`config.mk`:
```
export PLATFORM = sky130hd
export DESIGN_NAME = display_mux
export DESIGN_NICKNAME = d
export VERILOG_FILES = /design/src/rtl/display_mux_pkg.sv /design/src/rtl/display_mux_hex7seg.sv /design/src/rtl/display_mux.sv
export SDC_FILE = /design/constraint.sdc
export NUM_CORES = 1
export LEC_CHECK = 0
export ABC_CLOCK_PERIOD_IN_PS = 3600
export CELL_PAD_IN_SITES_DETAIL_PLACEMENT = 2
export CELL_PAD_IN_SITES_GLOBAL_PLACEMENT = 2
export CORE_ASPECT_RATIO = 0.9
export CORE_MARGIN = 3
export CORE_UTILIZATION = 35
export CTS_BUF_LIST = sky130_fd_sc_hd__clkbuf_4 sky130_fd_sc_hd__clkbuf_8
export CTS_CLUSTER_SIZE = 25
export DETAILED_ROUTE_END_ITERATION = 16
export GPL_TIMING_DRIVEN = 0
export HOLD_SLACK_MARGIN = 0.12
export PLACE_DENSITY_LB_ADDON = 0.2
export RECOVER_POWER = 25
export SLEW_MARGIN = 20
export SYNTH_ARGS = -nofsm -noshare
export SYNTH_HDL_FRONTEND = slang
export SYNTH_SLANG_ARGS = --single-unit
```
`constraint.sdc`:
```
create_clock -name CLK100MHZ -period 3.6 [get_ports CLK100MHZ]
set_input_delay 0.9 -clock CLK100MHZ [delete_from_list [all_inputs] [get_ports CLK100MHZ]]
set_output_delay 0.9 -clock CLK100MHZ [all_outputs]
set_load 0.01 [all_outputs]
```
`src/rtl/display_mux_pkg.sv`:
```
// Shared constants for the multiplexed 7-segment driver.
// Provides the active-high segment LUT, off-level helpers and index sizing.
package display_pkg;

   // Active-high {g,f,e,d,c,b,a} patterns; entry n is SEG_LUT[n].
   localparam logic [15:0][6:0] SEG_LUT = {
      7'h71, 7'h79, 7'h5E, 7'h39, 7'h7C, 7'h77, 7'h6F, 7'h7F,
      7'h07, 7'h7D, 7'h6D, 7'h66, 7'h4F, 7'h5B, 7'h06, 7'h3F
   };

   function automatic logic [7:0] an_off(input bit active_low);
      return active_low ? 8'hFF : 8'h00;
   endfunction

   function automatic logic [6:0] seg_off(input bit active_low);
      return active_low ? 7'h7F : 7'h00;
   endfunction

   function automatic logic dp_off(input bit active_low);
      return active_low ? 1'b1 : 1'b0;
   endfunction

   // Counter widths never collapse to zero bits, even for a single digit.
   function automatic int idx_width(input int n);
      return (n > 1) ? $clog2(n) : 1;
   endfunction

endpackage

```
`src/rtl/display_mux_hex7seg.sv`:
```
// Combinational hex nibble to active-high 7-segment pattern.
// Polarity is applied by the parent so this stays board-independent.
module hex7seg
   import display_pkg::*;
(
   input  logic [3:0] nibble,
   output logic [6:0] seg
);

   assign seg = SEG_LUT[nibble];

endmodule

```
`src/rtl/display_mux.sv`:
```
// Time-multiplexed N-digit hex display driver with a double-buffered value,
// per-digit enable/decimal point and optional leading-zero blanking.
module display_mux
   import display_pkg::*;
#(
   parameter int N_DIGITS   = 8,
   parameter int SCAN_DIV   = 100_000,
   parameter bit ACTIVE_LOW = 1'b1
)(
   input  logic                    CLK100MHZ,
   input  logic                    CPU_RESETN,
   input  logic [4*N_DIGITS-1:0]   DATA,
   input  logic [N_DIGITS-1:0]     DIGIT_EN,
   input  logic [N_DIGITS-1:0]     DP,
   input  logic                    BLANK_LZ,
   input  logic                    LOAD,
   output logic [N_DIGITS-1:0]     AN,
   output logic [6:0]              SEG,
   output logic                    DP_OUT,
   output logic                    FRAME_DONE
);

   localparam int IW = idx_width(N_DIGITS);
   localparam int PW = idx_width(SCAN_DIV);
   localparam logic [7:0]          AN_OFF8 = an_off(ACTIVE_LOW);
   localparam logic [N_DIGITS-1:0] AN_OFF  = AN_OFF8[N_DIGITS-1:0];
   localparam logic [6:0]          SEG_OFF = seg_off(ACTIVE_LOW);
   localparam logic                DP_OFF  = dp_off(ACTIVE_LOW);

   logic [PW-1:0]           pcnt;
   logic [IW-1:0]           idx;
   logic                    tick, boundary, wrap_q;
   logic [4*N_DIGITS-1:0]   act_data, pend_data;
   logic [N_DIGITS-1:0]     act_en, act_dp, pend_en, pend_dp;
   logic                    pend_v;
   logic [N_DIGITS-1:0]     blank, an_hot;
   logic [3:0]              nib;
   logic [6:0]              seg_raw, seg_on;
   logic                    lit, dp_on;

   assign tick     = (pcnt == PW'(SCAN_DIV - 1));
   assign boundary = tick && (idx == IW'(N_DIGITS - 1));

   // Leading-zero scan from the most significant digit downwards.
   always_comb begin
      logic zero_above;
      zero_above = 1'b1;
      blank      = '0;
      for (int i = N_DIGITS - 1; i >= 0; i--) begin
         if (i > 0 && BLANK_LZ && act_data[4*i +: 4] == 4'h0 && zero_above)
            blank[i] = 1'b1;
         if (act_en[i] && act_data[4*i +: 4] != 4'h0)
            zero_above = 1'b0;
      end
   end

   assign nib = act_data[4*idx +: 4];

   hex7seg u_hex7seg (
      .nibble (nib),
      .seg    (seg_raw)
   );

   always_comb begin
      an_hot      = '0;
      lit         = act_en[idx] && !blank[idx];
      an_hot[idx] = lit;
      seg_on      = lit ? seg_raw : 7'h00;
      dp_on       = lit && act_dp[idx];
   end

   // LOAD is a single-cycle strobe with no back-pressure: every asserted cycle
   // is accepted; at the frame boundary it bypasses pending and lands in active.
   always_ff @(posedge CLK100MHZ) begin
      if (!CPU_RESETN) begin
         pcnt       <= '0;
         idx        <= '0;
         wrap_q     <= 1'b0;
         pend_v     <= 1'b0;
         act_data   <= '0;
         act_en     <= '0;
         act_dp     <= '0;
         pend_data  <= '0;
         pend_en    <= '0;
         pend_dp    <= '0;
         AN         <= AN_OFF;
         SEG        <= SEG_OFF;
         DP_OUT     <= DP_OFF;
         FRAME_DONE <= 1'b0;
      end else begin
         pcnt <= tick ? '0 : pcnt + 1'b1;
         if (tick)
            idx <= boundary ? '0 : idx + 1'b1;

         if (boundary && LOAD) begin
            act_data <= DATA;
            act_en   <= DIGIT_EN;
            act_dp   <= DP;
            pend_v   <= 1'b0;
         end else if (boundary && pend_v) begin
            act_data <= pend_data;
            act_en   <= pend_en;
            act_dp   <= pend_dp;
            pend_v   <= 1'b0;
         end else if (LOAD) begin
            pend_data <= DATA;
            pend_en   <= DIGIT_EN;
            pend_dp   <= DP;
            pend_v    <= 1'b1;
         end

         // Outputs trail idx by one edge; FRAME_DONE is delayed to match.
         wrap_q     <= boundary;
         FRAME_DONE <= wrap_q;
         AN         <= an_hot ^ AN_OFF;
         SEG        <= seg_on ^ SEG_OFF;
         DP_OUT     <= dp_on ^ DP_OFF;
      end
   end

endmodule

```
==> run_results.csv <==
group,metric,value,unit
critical_path,worstPathCellList,"buf_2, clkbuf_1, nand3b_1, a21oi_1, nor3_1, inv_1, ha_1, or3_1, o221ai_1, nand3_1",
sta,rsz0062_at_grt,"no",
yosys,synth_flop_cell,"dfxtp_1",
pwr,p_int,0.00239,W
layout,diodes,0,
layout,final_common_cell,"dfxtp_1",
yosys,yosysWarnings,0,
layout,area_growth,23.0,%
placement,placedCellCount,961,
placement,portBuffers,67,
clock_network,cts.sinks,135,
clock_network,cts_max_level,4,
sta,finalClockSkew,0.0122,ns
layout,final_cell_mix,"dfxtp_1 (135), nor2_1 (77), nand2_1 (67)",
placement,dp_hpwl,15.3,mm
yosys,yosysUniqueCellTypes,52,
critical_path,cpPeakStageDelay,0.58,ns
clock_network,cts_resized,0,
detailed_routing,initialDrtViolationCount,284,
layout,regArea,2700,um^2
hold_path,hold_path_class,"register to register",
status,status,"complete, no violations",
critical_path,crit_arrival,3.75,ns
yosys,yosysSeqAreaShare,0.460,
pwr,power_density,436,nW/um^2
detailed_routing,maxUsedRoutingLayer,"met4",
clock_network,clk_root_buffer_cell,"clkbuf_8",
clock_network,postCtsHoldBufs,0,
floorplanning,die_h,129,um
yosys,synth_top_area_cell,"dfxtp_1",
detailed_routing,firstDrtPassIters,4,
layout,multiInputGateArea,2880,um^2
yosys,syn_avg_cell_area,8.56,um^2
global_routing,grt_usage,0.233,
pwr,leakage,2.64,nW
clock_network,postCtsSetupBuffers,0,
layout,drive_gt1_frac,0.0918,
sta,max_slew_margin,0.536,
clock_network,cts_tree,"built",
yosys,async_flop_share,0,
pwr,power,0.00315,W
job,drv_cap,0,
critical_path,cp_max_fo,10,
global_routing,grt_antenna_before_repair,0,
critical_path,critPathCaptureType,"register",
pwr,ir_worst_vdd,0.000193,V
detailed_routing,wl,21.1,mm
clock_network,cts.path.max_buffers,2,
detailed_routing,wl_met1,9.62,mm
floorplanning,fp-row-count,44,
yosys,synth_top_area_share,0.460,
floorplanning,start_util,0.361,
yosys,synth_edf_count,0,
sta,worst_pin_slew,0.691,ns
critical_path,cpMaxStageDelayCell,"nor3_1",
clock_network,clk_pin_slew_worst_paths,0.08,ns
detailed_routing,dr_wl_met2,10.3,mm
sta,max_freq,292,MHz
critical_path,cp_data_required_time,3.92,ns
layout,final_nets,833,
pwr,clkPwrFrac,0.449,
yosys,syn_area,5880,um^2
critical_path,setup.worst_path.class,"register to register",
floorplanning,core-area,16300,um^2
detailed_routing,vias,5586,
floorplanning,pin_count,69,
floorplanning,die_x,143,um
sta,hold_viol_final,0,
global_routing,overflow,0,
critical_path,critPathLaunchType,"register",
yosys,syn_nets,748,
sta,finalSetupViolations,0,
detailed_routing,drc_errors,0,
layout,fin_cells,991,
sta,finalSetupTns,0,ns
layout,final_core_util,0.444,
layout,fill_cells,1831,
detailed_routing,avgViaCountPerCell,5.64,
pwr,switching_power,0.000763,W
critical_path,cpLargestDelayFamily,"simple AND/OR/NAND/NOR gates",
sta,slew_violations,0,
placement,dp_slack,0.217,ns
pwr,sequentialPowerShare,0.490,
pwr,p_sw_frac,0.242,
detailed_routing,ant_nets,0,
yosys,ys_ff_latch,135,
yosys,netlist_instances,687,
pwr,combPwrFrac,0.061,
global_routing,grt_max_degree,17,
clock_network,clk-insertion-delay-late,0.46,ns
global_routing,grt_pass1_wl,33.5,mm
detailed_routing,wl_per_cell,21.3,um
critical_path,crit_buf_inv,3,
clock_network,cts_buffers,17,
sta,period_share,0.953,
sta,fin_crit,3.43,ns
floorplanning,die_area,18400,um^2
placement,finalWeightedCongestion,0.818,
sta,finalWorstSetupSlack,0.170,ns
global_routing,grt_pass1_vias,6103,
detailed_routing,wl_met3,700,um
yosys,synthTopCellsByArea,"dfxtp_1 (46%), a21oi_1 (5.4%), nand3_1 (5.2%)",
synthesized netlist by cell type (3+ instances only):
cell type  number
nor2b_1         4
nand4_1         7
a21oi_1        63
nand3_1        61
mux4_2          6
nor2_1         77
mux2_1          3
o2111ai_1       4
o21ai_1        18
ha_1            9
mux2i_1         7
xnor2_1         7
nor3b_1         4
nor4_1         10
mux2_2          5
buf_1           6
and3_1          4
buf_2          13
dfxtp_1       135
nand2_1        67
o21ai_0        24
xor2_1          9
inv_1          14
o221a_2         8
or3_1           3
clkbuf_1       32
nor3_1          6
o22ai_1        43
nand2b_1        6
final cells by class:
type                    instances  area share
well taps                     207      0.0358
clock buffers                  19      0.0353
clock inverters                12      0.0244
plain buffers                  54      0.0327
inverters                      15     0.00778
flip-flops and latches        135       0.374
multi-input cells             482       0.398
repair buffers                 67      0.0927
tightest hold or removal path, stage by stage (launching register included):
cell	delay, ns
dfxtp_1	0.32
nand2_1	0.05
a21oi_1	0.05
worst paths after layout:
| check | startpoint | to | slack, ns | cells past startpoint |
|---|---|---|---|---|
| max | idx[1] | SEG[0] | 0.17 | 10 |
| min | pend_dp[6] | pend_dp[6] | 0.46 | 2 |
| max reg2reg | idx[1] | SEG[0] | 0.17 | 10 |
| min reg2reg | pend_dp[6] | pend_dp[6] | 0.46 | 2 |
power groups by stage:
stage	Sequential (W)	Clock [W]	Combinational (W)
CTS	0.00155	0.00144	0.000193
finish	0.00155	0.00141	0.000191
floorplan	0.00157	0	0.0000853
detailed placement	0.00158	0	0.000190
global route	0.00155	0.00151	0.000209
global placement	0.00158	0	0.000178
flip-flops by register name, indices dropped and copies added, names as in the netlist:
register	cells
act_data	32
pend_data	32
pcnt	17
AN	8
act_dp	8
act_en	8
pend_dp	8
pend_en	8
SEG	7
idx	3
DP_OUT	1
FRAME_DONE	1
pend_v	1
wrap_q	1
metrics by stage:
stage,hold WS (ns),cell area (um^2)
finish,0.463,7230
global route,0.480,7230
CTS,0.460,7240
detailed placement,0.437,6810
global placement,0.427,6810
floorplan,0.412,5880
logic make-up after synthesis:
kind of cell,after synthesis,share of synthesized area
flip-flops,135,0.460
multiplexers,25,0.0655
adder cells (fa/ha/maj),9,0.0192
AND/OR/NAND/NOR,264,0.212
buffers and inverters,70,0.0509
AO/OA/AOI/OAI,168,0.169
XOR/XNOR,16,0.0238
per-layer routing:
metal  global-route usage  vias to the layer above
li1                     -                     2625
met1                0.296                     2836
met2                0.402                       91
met3               0.0461                       34
met4               0.0693                        0
met5                    0                        -
Power figures use the tool's default switching activity.
